<file path="src/rtl/fetch_pkg.sv">
// Shared types and constants for the prefetching instruction fetch stage.
package fetch_pkg;

    localparam int unsigned DEF_ADDR_W       = 64;
    localparam int unsigned DEF_CACHE_DATA_W = 64;
    localparam int unsigned DEF_INSTR_W      = 32;

    // Byte distance between consecutive instructions.
    localparam int unsigned PC_STEP = DEF_INSTR_W / 8;
    // Instructions carried by one cache response.
    localparam int unsigned LANES   = DEF_CACHE_DATA_W / DEF_INSTR_W;

    typedef struct packed {
        logic [DEF_ADDR_W-1:0]  pc;
        logic [DEF_INSTR_W-1:0] instr;
    } fetch_entry_t;

    // Issue control: either free to issue or waiting on the single outstanding request.
    typedef enum logic {
        StIdle,
        StWaitResp
    } fetch_state_e;

endpackage

</file>
<file path="src/rtl/fetch_fifo.sv">
// Synchronous FIFO with flush; head entry read straight from the storage registers.
module fetch_fifo #(
    parameter int unsigned WIDTH = 96,
    parameter int unsigned DEPTH = 4
) (
    input  logic                     clk,
    input  logic                     reset,
    input  logic                     flush,
    input  logic                     push,
    input  logic [WIDTH-1:0]         push_data,
    input  logic                     pop,
    output logic [WIDTH-1:0]         head,
    output logic                     full,
    output logic                     empty,
    output logic [$clog2(DEPTH):0]   count
);

    localparam int unsigned PTR_W = $clog2(DEPTH);

    logic [WIDTH-1:0] mem_q [DEPTH];
    logic [PTR_W-1:0] rd_ptr_q;
    logic [PTR_W-1:0] wr_ptr_q;
    logic [PTR_W:0]   count_q;
    logic             do_push;
    logic             do_pop;

    assign empty   = (count_q == '0);
    assign full    = (count_q == (PTR_W + 1)'(DEPTH));
    assign count   = count_q;
    assign head    = mem_q[rd_ptr_q];
    assign do_pop  = pop && !empty;
    // A pop frees the slot a simultaneous push at full writes into.
    assign do_push = push && (!full || do_pop);

    // Storage, pointers and occupancy; flush empties without touching storage.
    always_ff @(posedge clk) begin
        if (reset) begin
            rd_ptr_q <= '0;
            wr_ptr_q <= '0;
            count_q  <= '0;
            for (int i = 0; i < int'(DEPTH); i++) begin
                mem_q[i] <= '0;
            end
        end else if (flush) begin
            rd_ptr_q <= '0;
            wr_ptr_q <= '0;
            count_q  <= '0;
        end else begin
            if (do_push) begin
                mem_q[wr_ptr_q] <= push_data;
                wr_ptr_q        <= wr_ptr_q + PTR_W'(1);
            end
            if (do_pop) begin
                rd_ptr_q <= rd_ptr_q + PTR_W'(1);
            end
            case ({do_push, do_pop})
                2'b10:   count_q <= count_q + (PTR_W + 1)'(1);
                2'b01:   count_q <= count_q - (PTR_W + 1)'(1);
                default: count_q <= count_q;
            endcase
        end
    end

endmodule

</file>
<file path="src/rtl/prefetch_fetch_unit.sv">
// Decoupled fetch stage: owns the fetch PC, keeps one I-cache request in flight while the
// prefetch queue has a free slot, and streams fetched instructions to decode.
module prefetch_fetch_unit
    import fetch_pkg::*;
#(
    parameter int unsigned      ADDR_W       = DEF_ADDR_W,
    parameter int unsigned      CACHE_DATA_W = DEF_CACHE_DATA_W,
    parameter int unsigned      INSTR_W      = DEF_INSTR_W,
    parameter int unsigned      QDEPTH       = 4,
    parameter logic [ADDR_W-1:0] RESET_PC    = '0
) (
    input  logic                    clk,
    input  logic                    reset,
    input  logic                    fetch_enable,
    input  logic                    redirect_valid,
    input  logic [ADDR_W-1:0]       redirect_pc,
    output logic                    cache_req_valid,
    output logic [ADDR_W-1:0]       cache_req_addr,
    input  logic                    cache_resp_valid,
    input  logic [CACHE_DATA_W-1:0] cache_resp_data,
    output logic                    id_valid,
    output logic [INSTR_W-1:0]      id_instr,
    output logic [ADDR_W-1:0]       id_pc,
    input  logic                    id_ready
);

    localparam int unsigned STEP     = INSTR_W / 8;
    localparam int unsigned NLANES   = CACHE_DATA_W / INSTR_W;
    localparam int unsigned LANE_LSB = $clog2(STEP);
    localparam int unsigned LANE_W   = (NLANES > 1) ? $clog2(NLANES) : 1;
    localparam int unsigned ENTRY_W  = ADDR_W + INSTR_W;
    localparam int unsigned CNT_W    = $clog2(QDEPTH) + 1;

    fetch_state_e        state_q, state_d;
    logic [ADDR_W-1:0]   fetch_pc_q, fetch_pc_d;
    logic [ADDR_W-1:0]   req_addr_q, req_addr_d;
    logic                drop_pending_q, drop_pending_d;
    logic                push;
    logic                pop;
    logic [LANE_W-1:0]   lane;
    logic [INSTR_W-1:0]  resp_instr;
    logic [ENTRY_W-1:0]  head;
    logic                fifo_full;
    logic                fifo_empty;
    logic [CNT_W-1:0]    fifo_count;
    logic                unused_full;

    assign unused_full = fifo_full;

    // Lane of the response line that holds the instruction at fetch_pc.
    if (NLANES > 1) begin : g_lane
        assign lane = fetch_pc_q[LANE_LSB +: LANE_W];
    end else begin : g_one_lane
        assign lane = '0;
    end

    // Select the addressed instruction out of the cache line.
    always_comb begin
        resp_instr = cache_resp_data[INSTR_W-1:0];
        for (int i = 0; i < int'(NLANES); i++) begin
            if (lane == LANE_W'(i)) begin
                resp_instr = cache_resp_data[i*INSTR_W +: INSTR_W];
            end
        end
    end

    // Issue / response / redirect control; redirect overrides everything in its cycle.
    always_comb begin
        state_d        = state_q;
        fetch_pc_d     = fetch_pc_q;
        req_addr_d     = req_addr_q;
        drop_pending_d = drop_pending_q;
        push           = 1'b0;
        unique case (state_q)
            StIdle: begin
                // With nothing in flight the queue count equals the reserved-slot count.
                if (!redirect_valid && fetch_enable && (fifo_count < CNT_W'(QDEPTH))) begin
                    state_d    = StWaitResp;
                    req_addr_d = fetch_pc_q;
                end
            end
            StWaitResp: begin
                if (cache_resp_valid) begin
                    state_d        = StIdle;
                    drop_pending_d = 1'b0;
                    if (!drop_pending_q && !redirect_valid) begin
                        push       = 1'b1;
                        fetch_pc_d = fetch_pc_q + ADDR_W'(STEP);
                    end
                end else if (redirect_valid) begin
                    // The cache cannot abort, so its eventual response must be thrown away.
                    drop_pending_d = 1'b1;
                end
            end
            default: state_d = StIdle;
        endcase
        if (redirect_valid) begin
            fetch_pc_d = redirect_pc;
        end
    end

    // Control state registers.
    always_ff @(posedge clk) begin
        if (reset) begin
            state_q        <= StIdle;
            fetch_pc_q     <= RESET_PC;
            req_addr_q     <= '0;
            drop_pending_q <= 1'b0;
        end else begin
            state_q        <= state_d;
            fetch_pc_q     <= fetch_pc_d;
            req_addr_q     <= req_addr_d;
            drop_pending_q <= drop_pending_d;
        end
    end

    assign pop = !fifo_empty && id_ready && !redirect_valid;

    fetch_fifo #(
        .WIDTH (ENTRY_W),
        .DEPTH (QDEPTH)
    ) u_fifo (
        .clk       (clk),
        .reset     (reset),
        .flush     (redirect_valid),
        .push      (push),
        .push_data ({fetch_pc_q, resp_instr}),
        .pop       (pop),
        .head      (head),
        .full      (fifo_full),
        .empty     (fifo_empty),
        .count     (fifo_count)
    );

    assign cache_req_valid = (state_q == StWaitResp);
    assign cache_req_addr  = req_addr_q;
    assign id_valid        = !fifo_empty;
    assign id_pc           = head[ENTRY_W-1 -: ADDR_W];
    assign id_instr        = head[INSTR_W-1:0];

endmodule
</file>
<file path="config.mk">
export PLATFORM = sky130hd
export DESIGN_NAME = prefetch_fetch_unit
export DESIGN_NICKNAME = d
export VERILOG_FILES = /design/src/rtl/fetch_pkg.sv /design/src/rtl/fetch_fifo.sv /design/src/rtl/prefetch_fetch_unit.sv
export SDC_FILE = /design/constraint.sdc
export NUM_CORES = 1
export LEC_CHECK = 0
export CORE_AREA = 2 2 231 233
export DETAILED_ROUTE_END_ITERATION = 6
export DIE_AREA = 0 0 233 235
export PLACE_DENSITY = 0.67
export SYNTH_ARGS = -nofsm -noshare
export SYNTH_HDL_FRONTEND = slang
export SYNTH_SLANG_ARGS = --single-unit
</file>
<file path="constraint.sdc">
create_clock -name clk -period 16.6 [get_ports clk]
set_clock_uncertainty 0.2 [all_clocks]
set_input_delay 4.98 -clock clk [delete_from_list [all_inputs] [get_ports clk]]
set_output_delay 4.98 -clock clk [all_outputs]
set_load 0.1 [all_outputs]
</file>
# After elaboration in Yosys (flattened, before gate mapping)

Memories as Yosys holds them, arrays and structs flattened. A register that Yosys moved wholly into a read port is not among the register bits.
Index checks and enable logic that the tools add are counted.

Logic and storage cells: 65
Register bits: 137
Memories: 1
Bits of input ports: 134
RAM bits: 384

Eq/ne operators: 3
Reduce and logical (&&, ||, !) cells: 22
Bitwise operators: 1
Mux-type cells: 25
$lt $le $gt $ge: 1
Add/sub/neg operators: 5

Memories:

| name         | depth | width | rd ports | clocked after memory_dff | wr ports | RTL line         | source |
|---|---|---|---|---|---|---|---|
| u_fifo.mem_q | 4     | 96    | 1        | 1                        | 4        | fetch_fifo.sv:20 | `logic [WIDTH-1:0] mem_q [DEPTH];` |

Operator list:

| kind                                                 | number |
|---|---|
| 2-to-1 mux 64 bit                                    | 4 |
| 2-to-1 mux 96 bit                                    | 1 |
| OR reduction 96 bit                                  | 1 |
| adder 64 x 3 -> 64 bit (second input constant)       | 1 |
| 2-to-1 mux 32 bit                                    | 1 |
| 2-to-1 mux 1 bit                                     | 14 |
| nonzero test 2 bit                                   | 4 |
| logical AND 1 bit                                    | 7 |
| 2-to-1 mux 2 bit                                     | 3 |
| case mux 3 bit (2 select lines)                      | 1 |
| adder 2 x 1 -> 2 bit (second input constant)         | 2 |
| zero test 1 bit                                      | 4 |
| AND reduction 2 bit                                  | 2 |
| adder 3 x 1 -> 3 bit (second input constant)         | 1 |
| equality test 3 bit (second input constant)          | 1 |
| zero test 3 bit                                      | 1 |
| < comparator 3 bit (second input constant)           | 1 |
| AND reduction 3 bit                                  | 1 |
| subtractor 3 x 1 -> 3 bit (second input constant)    | 1 |
| equality test 2 x 1 -> 1 bit (second input constant) | 1 |
| equality test 2 bit (second input constant)          | 1 |
| case mux 1 bit (2 select lines)                      | 1 |
| OR reduction 2 bit                                   | 1 |
| logical OR 1 bit                                     | 1 |
| inverter 1 bit                                       | 1 |

# Logic depth before layout (Yosys ltp)

Gate-level depths: netlist of the first run.

Depth after elaboration: 13
Gate-level depth with buffers: 8

# By module

From an unflattened synthesis of the first run, not the netlist that was laid out.

Cells, all modules: 1812
Area total of the unflattened synthesis: 23536.3 um^2

Modules (own cells, without submodules):

| module              | cells each | area each (um^2) | instances |
|---|---|---|---|
| fetch_fifo          | 985        | 16957.5          | 1 |
| prefetch_fetch_unit | 827        | 6578.8           | 1 |

# Least setup slack after synthesis of the first run

OpenSTA, ideal clock, no wires.

Path kind: input-to-reg
Start: in redirect_valid
End: mem u_fifo.mem_q[1][0], enable pin
Required time: 15.717 ns
Path buffers: 2
Stages: 5
Arrival time: 12.603 ns
Setup time: 0.683 ns
Path slack: 3.114 ns
Cells stage by stage: clkbuf_1 clkbuf_1 nor3_1 nand2_1 o21ai_0

RTL lines:

| what               | RTL line                  | source |
|---|---|---|
| start: declaration | prefetch_fetch_unit.sv:15 | `input logic redirect_valid,` |
| end: declaration   | fetch_fifo.sv:20          |  |

==> impl_metrics.csv, run 1 <==
group,metric,value,unit
placement,dpl.cell_count,2700,
floorplan,coreArea,52200,µm²
cts,htreeDepth,2,
cts,cts_tree,"built",
drt,drc_errors,0,
cts,cts-resized-gates,0,
worst_setup_path,r2r_start,"cache_req_valid",
cts,cts_sinks,523,
cts,post_cts_buffers,0,
cts,clkTransAtPathRegs,0.06,ns
worst_setup_path,crit_fanout,54,
layout,syn2layout_area_growth,21.4,%
worst_setup_path,slowest_stage,"clkdlybuf4s50_1",
worst_setup_path,crit_chain,"buf_4, mux4_2, clkdlybuf4s50_1",
sta,fmax,0.110,GHz
drt,drtAntennaViolNets,0,
synthesis,synth_area_leaders,"edfxtp_1, dfxtp_1, mux4_2",
synthesis,syn_inst,1872,
floorplan,io_pins,296,
sta,fin_setup_tns,0,ns
global_route,grt.total_usage,0.237,
synthesis,yosys.cell_count.top_type,"edfxtp_1",
cts,cts_buffers,53,
worst_setup_path,critPathRequiredTime,11.42,ns
synthesis,synth.largest_area_cell,"edfxtp_1",
placement,dp.final_hpwl,40400,µm
drt,drtPass1Iterations,5,
job,max_cap_viol_count,0,
drt,routed_wl,65100,µm
synthesis,synth_area_per_cell,12.5,µm²
synthesis,synthArstFlopShare,0,
drt,drtIter0Drc,1633,
power,peakVddDrop,0.0768,mV
placement,place_congestion,0.824,
worst_setup_path,crit_buf_inv,2,
cts,clock-root-buffer,"clkbuf_16",
sta,period_share,0.545,
sta,setup_viol,0,
min_path,hp-class,"flip-flop to flip-flop",
min_path,min_from,"cache_req_addr[56]",
worst_setup_path,start_kind,"flip-flop",
global_route,antenna_found_initial,3,
floorplan,die_h,235,µm
placement,io_buffers,295,
worst_setup_path,slowest_delay,1.17,ns
worst_setup_path,crit_cells,3,
floorplan,rows,84,
sta,final.min_clock_period,9.05,ns
cts,clk_latency,0.59,ns
placement,placed_area,26700,µm²
synthesis,synth_edf_count,384,
floorplan,start_util,0.446,
sta,slew_viol_final,0,
worst_setup_path,worstSetupEndpointType,"primary output",
drt,avgRoutedWirePerCell,23.3,µm
worst_setup_path,critical_path_class,"flip-flop to primary output",
run_status,status,"finished, final reports clean",
layout,drive_gt1_frac,0.108,
worst_setup_path,critPathArrivalTime,3.87,ns
synthesis,synth_warnings,0,
worst_setup_path,reg2reg_slack,12.54,ns
worst_setup_path,r2r_cells,5,
sta,finalHoldViolCount,0,
worst_setup_path,cp_top_family,"buffers and inverters",
global_route,grt_pass1_wl,98300,µm
global_route,gr-total-overflow,0,
layout,layout.cells.non_filler,2798,
cts,hold_buffers,0,
floorplan,die_w,233,µm
layout,design_area,28300,µm²
synthesis,ys_top_cells_by_count,"edfxtp_1, nor2_1, nand2_1, dfxtp_1, clkbuf_1",
synthesis,yosys.area.top_type_share,0.495,
drt,viasPerCell,5.75,
synthesis,syn-num-nets,2008,
synthesis,ys_seq_area_frac,0.614,
synthesis,syn_area,23300,µm²
global_route,grt_pass1_vias,16280,
layout,fillCellCount,4335,
sta,slew_headroom,0.185,
worst_setup_path,worst_r2r_endpoint,"u_fifo.mem_q[3][30]",
sta,tightest_slew,1.22,ns
global_route,grt_max_degree,111,
synthesis,ys.flop_type,"edfxtp_1",
drt,vias,16094,
layout,final_util,0.542,
sta,rsz0062_at_grt,"no",
power,power.leakage,10.0,nW
worst_setup_path,crit_path_end,"id_pc[32]",
synthesis,synth_cell_types,64,
layout,layout.nets,2203,
cts,cts.path.max_buffers,3,
floorplan,die_area,54800,µm²
synthesis,synth-seq-cells,523,
power,cellPowerDensity,104,nW/µm²
power,power,2.94,mW
[area by class of cell]
| type | instances | area [µm²] | share of cell area |
|---|---|---|---|
| timing repair buffer | 315 | 3100 | 0.109 |
| clock inverter | 20 | 175 | 0.00619 |
| inverter | 13 | 48.8 | 0.00172 |
| clock buffer | 77 | 1460 | 0.0515 |
| multi-input combinational | 1161 | 8340 | 0.295 |
| antenna | 1 | 2.50 | 0.0000884 |
| sequential | 523 | 14300 | 0.506 |
| tap | 688 | 861 | 0.0304 |
[sequential cells by signal (all words and copies together), names as in the netlist, named ones only]
name	flops
u_fifo.count	3
drop_pending_q	1
u_fifo.wr_ptr_q	2
cache_req_addr	64
cache_req_valid	1
u_fifo.mem_q	384
u_fifo.rd_ptr_q	2
fetch_pc_q	64
[where the power goes]
part	leakage (nW)	internal, mW	switching [mW]
clock network	0.789	0.653	0.492
logic	4.11	0.0921	0.214
registers	5.10	1.45	0.0433
total	10.0	2.20	0.749
[cells in the final DEF (no fill, tap or decap), types with 4 or more instances in the layout]
cell type / Yosys / routed
a211oi_1: 32 / 32
inv_1: 13 / 12
and3_1: 130 / 129
nand3_1: 33 / 32
o21ai_0: 9 / 7
nor4_1: 23 / 22
a21oi_1: 76 / 76
mux4_2: 96 / 96
o21a_1: 7 / 7
nand2_1: 175 / 171
nor4_2: 7 / 8
nor2_1: 223 / 221
edfxtp_1: 384 / 384
clkbuf_16: 0 / 53
o2111a_1: 6 / 6
xor2_1: 9 / 9
xnor2_1: 32 / 32
nor3_1: 25 / 24
clkinv_2: 0 / 8
and2_1: 115 / 115
or3_1: 13 / 12
mux2i_1: 44 / 44
or4_1: 6 / 6
a31oi_1: 4 / 4
clkbuf_8: 0 / 4
buf_4: 1 / 21
and4_1: 11 / 11
nand4_1: 28 / 28
dfxtp_1: 139 / 136
clkinv_1: 0 / 6
clkbuf_1: 136 / 20
clkdlybuf4s50_1: 0 / 293
[metal layers]
metal	wire length, µm	share of wire	vias to the layer above	track usage
li1	-	-	7263	-
met1	27200	0.42	8040	0.321
met2	31300	0.48	675	0.388
met3	5080	0.078	112	0.0479
met4	1440	0.022	4	0.0637
met5	22	0.00034	-	0
[worst min-delay path, delay by kind of cell, from the launching register on]
family | cells | cell delay [ns]
AOI/OAI and AO/OA | 1 | 0.05
and+or+nand+nor | 1 | 0.05
DFF | 1 | 0.30
[worst min path at each step]
stage	slack, ns	depth (start not counted)	endpoint
after floorplan	0.26	2	cache_req_addr[0]
after global placement	0.25	2	cache_req_addr[52]
after detailed placement	0.25	2	cache_req_addr[56]
after CTS	0.26	2	cache_req_addr[56]
after global routing	0.28	2	cache_req_addr[2]
final	0.25	2	cache_req_addr[56]
[cell families after synthesis]
group / count (synthesis) / share of synthesized area
simple gates: 819 / 0.181
flops: 523 / 0.614
buf+inv: 188 / 0.0323
compound gates: 157 / 0.0431
mux: 142 / 0.113
xor+xnor: 41 / 0.0154
fa+ha+maj: 2 / 0.00140
[metrics by stage]
step	hold WS, ns	setup WS (ns)
after global placement	0.246	7.69
after detailed placement	0.247	7.59
final	0.254	7.55
after CTS	0.255	7.45
after floorplan	0.265	3.11
after global routing	0.276	7.41
No activity file was read; power rests on OpenSTA's default activity.
==> inputs of run 2 (changes only) <==
--- a/config.mk
+++ b/config.mk
@@ -8,7 +8,7 @@
 export CORE_AREA = 2 2 231 233
 export DETAILED_ROUTE_END_ITERATION = 6
 export DIE_AREA = 0 0 233 235
-export PLACE_DENSITY = 0.67
+export PLACE_DENSITY = 0.69
 export SYNTH_ARGS = -nofsm -noshare
 export SYNTH_HDL_FRONTEND = slang
 export SYNTH_SLANG_ARGS = --single-unit
==> constraint.sdc (replaced) <==
create_clock -name clk -period 8.2 [get_ports clk]
set_clock_uncertainty 0.2 [all_clocks]
set_input_delay 2.46 -clock clk [delete_from_list [all_inputs] [get_ports clk]]
set_output_delay 2.46 -clock clk [all_outputs]
set_load 0.1 [all_outputs]
==> run 2 against run 1 <==
Routed wire length down 0.16%. Non-clock buffer count unchanged. Sequential share of layout area down 0.34 points. Hold slack worse by 0.00095 ns. First-iteration DRC count down 22%. Cell count up 0.14%. Utilization up 0.37 points. Die area unchanged. Combinational power up 100%. Clock-buffer cell count down 4.
==> impl_metrics.csv, run 2 (synthesis gave the netlist of run 1 again) <==
group,metric,value,unit
drt,drtAntennaViolNets,0,
floorplan,die_w,233,µm
layout,largest-register,"u_fifo.mem_q",
floorplan,io_pins,296,
run_status,status,"finished, final reports clean",
worst_setup_path,start_kind,"flip-flop",
layout,final_cell_mix,"edfxtp_1, clkdlybuf4s50_1, nor2_1",
worst_setup_path,critPathArrivalTime,3.67,ns
worst_setup_path,crit_fanout,71,
cts,htreeDepth,2,
sta,slew_viol_final,0,
sta,rsz0062_at_grt,"no",
drt,drc_errors,0,
job,max_cap_viol_count,0,
power,peakVddDrop,0.133,mV
placement,dp.final_hpwl,40200,µm
sta,fin_ws,1.87,ns
cts,clk_latency,0.60,ns
layout,largest_reg_flops,384,
placement,io_buffers,295,
power,cellPowerDensity,215,nW/µm²
floorplan,die_area,54800,µm²
cts,cts-resized-gates,0,
cts,clock-root-buffer,"clkbuf_16",
sta,slew_headroom,0.222,
cts,post_cts_buffers,0,
worst_setup_path,critical_path_class,"flip-flop to primary output",
global_route,grt.total_usage,0.236,
cts,cts.path.max_buffers,3,
drt,vias,16097,
cts,cts_buffers,54,
power,power.leakage,10.1,nW
worst_setup_path,worstSetupEndpointType,"primary output",
drt,drtPass1Iterations,7,
placement,place_congestion,0.812,
global_route,gr-total-overflow,0,
sta,period_share,0.772,
sta,final.min_clock_period,6.33,ns
layout,drive_gt1_frac,0.112,
worst_setup_path,critPathRequiredTime,5.54,ns
floorplan,die_h,235,µm
drt,viasPerCell,5.74,
layout,layout.nets,2204,
floorplan,coreArea,52200,µm²
sta,setup_viol,0,
global_route,antenna_found_initial,2,
sta,finalHoldViolCount,0,
layout,final_common_cell,"edfxtp_1",
global_route,grt_pass1_vias,16309,
placement,dp_slack,2.03,ns
drt,avgRoutedWirePerCell,23.2,µm
global_route,grt_max_degree,136,
global_route,grt_pass1_wl,97900,µm
layout,final_util,0.545,
power,power,6.12,mW
cts,cts_sinks,523,
sta,fmax,0.158,GHz
floorplan,start_util,0.446,
cts,cts_tree,"built",
drt,routed_wl,65000,µm
drt,drtIter0Drc,1275,
cts,hold_buffers,0,
min_path,hp-class,"flip-flop to flip-flop",
floorplan,rows,84,
sta,fin_setup_tns,0,ns
cts,clkTransAtPathRegs,0.06,ns
layout,syn2layout_area_growth,22.2,%
sta,tightest_slew,1.17,ns
-- run 2: worst paths after layout --
check | endpoint | cells after the start | startpoint | slack, ns
worst min register to register | cache_req_addr[62] | 2 | cache_req_addr[62] | 0.25
worst min-delay path | cache_req_addr[62] | 2 | cache_req_addr[62] | 0.25
worst max-delay path | id_pc[9] | 3 | flip-flop | 1.87
worst max register to register | u_fifo.mem_q[1][78] | 5 | cache_req_valid | 4.41
-- run 2: per-stage QoR --
step           instance area, µm²  hold slack, ns  cells
2_1_floorplan               23300           0.265   1872
6_report                    28500           0.253   2802
5_1_grt                     28500           0.275   2801
4_1_cts                     28500           0.257   2800
3_3_place_gp                26700           0.247   2700
3_5_place_dp                26700           0.249   2700
-- run 2: cell type report --
type / instances / area, µm²
clock buffer: 73 / 1500
multi-input combinational: 1161 / 8340
fill: 4349 / 23700
antenna: 2 / 5.00
tap: 688 / 861
timing repair buffer: 315 / 3130
clock inverter: 27 / 287
inverter: 13 / 48.8
sequential: 523 / 14300
-- run 2: layer usage --
metal / wire, µm / part of all wire / global-route usage / vias to the layer above
met5: 14 / 0.00022 / 0 / -
li1: - / - / - / 7263
met2: 30900 / 0.48 / 0.380 / 670
met3: 5450 / 0.084 / 0.0561 / 143
met1: 26200 / 0.40 / 0.311 / 8019
met4: 2390 / 0.037 / 0.0857 / 2
-- run 2: worst max-delay path, stage by stage, from the launching register on --
cell             delay [ns]
dfxtp_4                1.10
buf_4                  0.51
mux4_2                 0.31
clkdlybuf4s50_1        1.14
-- run 2: where the power goes --
part / switching (mW) / total [mW] / internal (mW)
clock: 1.01 / 2.48 / 1.46
sequential: 0.0869 / 3.02 / 2.94
combinational: 0.433 / 0.621 / 0.188
total: 1.53 / 6.12 / 4.59
==> inputs of run 3 (changes only) <==
==> constraint.sdc (replaced) <==
create_clock -name clk -period 5.2 [get_ports clk]
set_clock_uncertainty 0.2 [all_clocks]
set_input_delay 1.56 -clock clk [delete_from_list [all_inputs] [get_ports clk]]
set_output_delay 1.56 -clock clk [all_outputs]
set_load 0.1 [all_outputs]
==> run 3 against run 2 <==
Power grew 57%. Setup slack lost 1.4 ns. Cell area down 0.18%. Die area is the same. Clock power is 56% higher. Cell count up 0.50%. Hold slack about the same. Clock-buffer cell count up 4. Sequential power grew 58%. Via count is 1.4% higher. Largest power group unchanged. Highest routed layer is now met4.
==> impl_metrics.csv, run 3 (synthesis gave the netlist of run 1 again) <==
group,metric,value,unit
sta,rsz0062_at_grt,"no",
layout,final_common_cell,"edfxtp_1",
cts,cts_buffers,54,
global_route,gr-total-overflow,0,
drt,avgRoutedWirePerCell,23.3,µm
worst_setup_path,critPathArrivalTime,2.97,ns
drt,routed_wl,65700,µm
drt,drtIter0Drc,1467,
floorplan,rows,84,
placement,dp.final_hpwl,41400,µm
global_route,antenna_found_initial,0,
drt,drc_errors,0,
drt,vias,16329,
cts,post_cts_buffers,0,
power,peakVddDrop,0.225,mV
layout,syn2layout_area_growth,22.0,%
sta,setup_viol,0,
sta,fmax,0.211,GHz
floorplan,die_area,54800,µm²
run_status,status,"finished, final reports clean",
worst_setup_path,worstSetupEndpointType,"primary output",
cts,hold_buffers,0,
worst_setup_path,r2r_cells,5,
cts,clkTransAtPathRegs,0.06,ns
cts,cts-resized-gates,0,
worst_setup_path,critical_path_class,"flip-flop to primary output",
power,power,9.62,mW
floorplan,io_pins,296,
sta,final.min_clock_period,4.73,ns
sta,slew_viol_final,0,
min_path,hp-class,"flip-flop to flip-flop",
drt,drtPass1Iterations,5,
layout,layout.cells.non_filler,2816,
sta,tightest_slew,1.10,ns
layout,drive_gt1_frac,0.152,
sta,finalHoldViolCount,0,
cts,cts_sinks,523,
global_route,grt_max_degree,115,
sta,slew_headroom,0.267,
floorplan,die_w,233,µm
power,cellPowerDensity,338,nW/µm²
sta,period_share,0.911,
drt,drtAntennaViolNets,0,
layout,final_cell_mix,"edfxtp_1, nor2_1, clkdlybuf4s50_1",
cts,clock-root-buffer,"clkbuf_16",
sta,fin_hold_ws,0.253,ns
layout,layout.nets,2219,
global_route,grt_pass1_wl,99100,µm
min_path,holdPathStages,2,
cts,htreeDepth,2,
cts,cts.path.max_buffers,3,
worst_setup_path,crit_fanout,39,
placement,io_buffers,295,
worst_setup_path,critPathRequiredTime,3.44,ns
global_route,grt.total_usage,0.238,
placement,place_congestion,0.826,
power,power.leakage,10.3,nW
cts,cts_tree,"built",
drt,viasPerCell,5.80,
floorplan,die_h,235,µm
cts,clk_latency,0.59,ns
layout,largest_reg_flops,384,
worst_setup_path,start_kind,"flip-flop",
global_route,grt_pass1_vias,16564,
floorplan,start_util,0.446,
floorplan,coreArea,52200,µm²
job,max_cap_viol_count,0,
layout,largest-register,"u_fifo.mem_q",
placement,dpl.cell_count,2715,
run 3: changes by cell type in the layout (fill, tap and decap cells not counted), moves of 2 or more:
cell             before  now
buf_4                18  105
bufinv_16             6    3
clkinv_2             10    8
buf_12                3    6
clkbuf_16            56   59
clkdlybuf4s50_1     293  218
run 3: worst paths after layout:
check	startpoint	to	slack (ns)
setup / recovery	flip-flop	id_instr[7]	0.47
hold / removal	cache_req_addr[51]	cache_req_addr[51]	0.25
setup reg to reg	fetch_pc_q[14]	fetch_pc_q[43]	1.85
hold reg to reg	cache_req_addr[51]	cache_req_addr[51]	0.25
run 3: power by group:
group	internal (mW)	leakage (nW)	total (mW)	switching (mW)
clock network	2.27	0.872	3.87	1.60
registers	4.63	5.10	4.76	0.136
logic	0.295	4.31	0.982	0.687
run 3: area by class of cell:
type                       count  area [µm²]
fill                        4327       23800
sequential                   523       14300
multi-input combinational   1161        8330
timing repair buffer         330        3100
clock buffer                  77        1590
tap                          688         861
clock inverter                23         189
inverter                      13        48.8
antenna                        1        2.50
run 3: critical path, cell delays in order, from the launching register on:
cell and delay [ns]:
dfxtp_4 0.68, buf_4 0.75, mux4_2 0.63, buf_4 0.25
run 3: stage by stage:
| step | utilization | TNS (ns) | setup slack, ns | cell area, µm² |
|---|---|---|---|---|
| floorplan | - | -87.68 | -0.457 | 23300 |
| global placement | 0.510 | 0 | 0.623 | 26700 |
| detailed placement | 0.510 | 0 | 0.575 | 26700 |
| CTS | 0.544 | 0 | 0.328 | 28400 |
| global route | 0.544 | 0 | 0.238 | 28400 |
| finish | 0.544 | 0 | 0.465 | 28400 |
run 3: layer usage:
| metal | vias to the layer above | track usage | wire, µm |
|---|---|---|---|
| li1 | 7317 | - | - |
| met1 | 8202 | 0.323 | 27300 |
| met2 | 704 | 0.391 | 31900 |
| met3 | 106 | 0.0422 | 4830 |
| met4 | 0 | 0.0712 | 1680 |
| met5 | - | 0 | 0 |
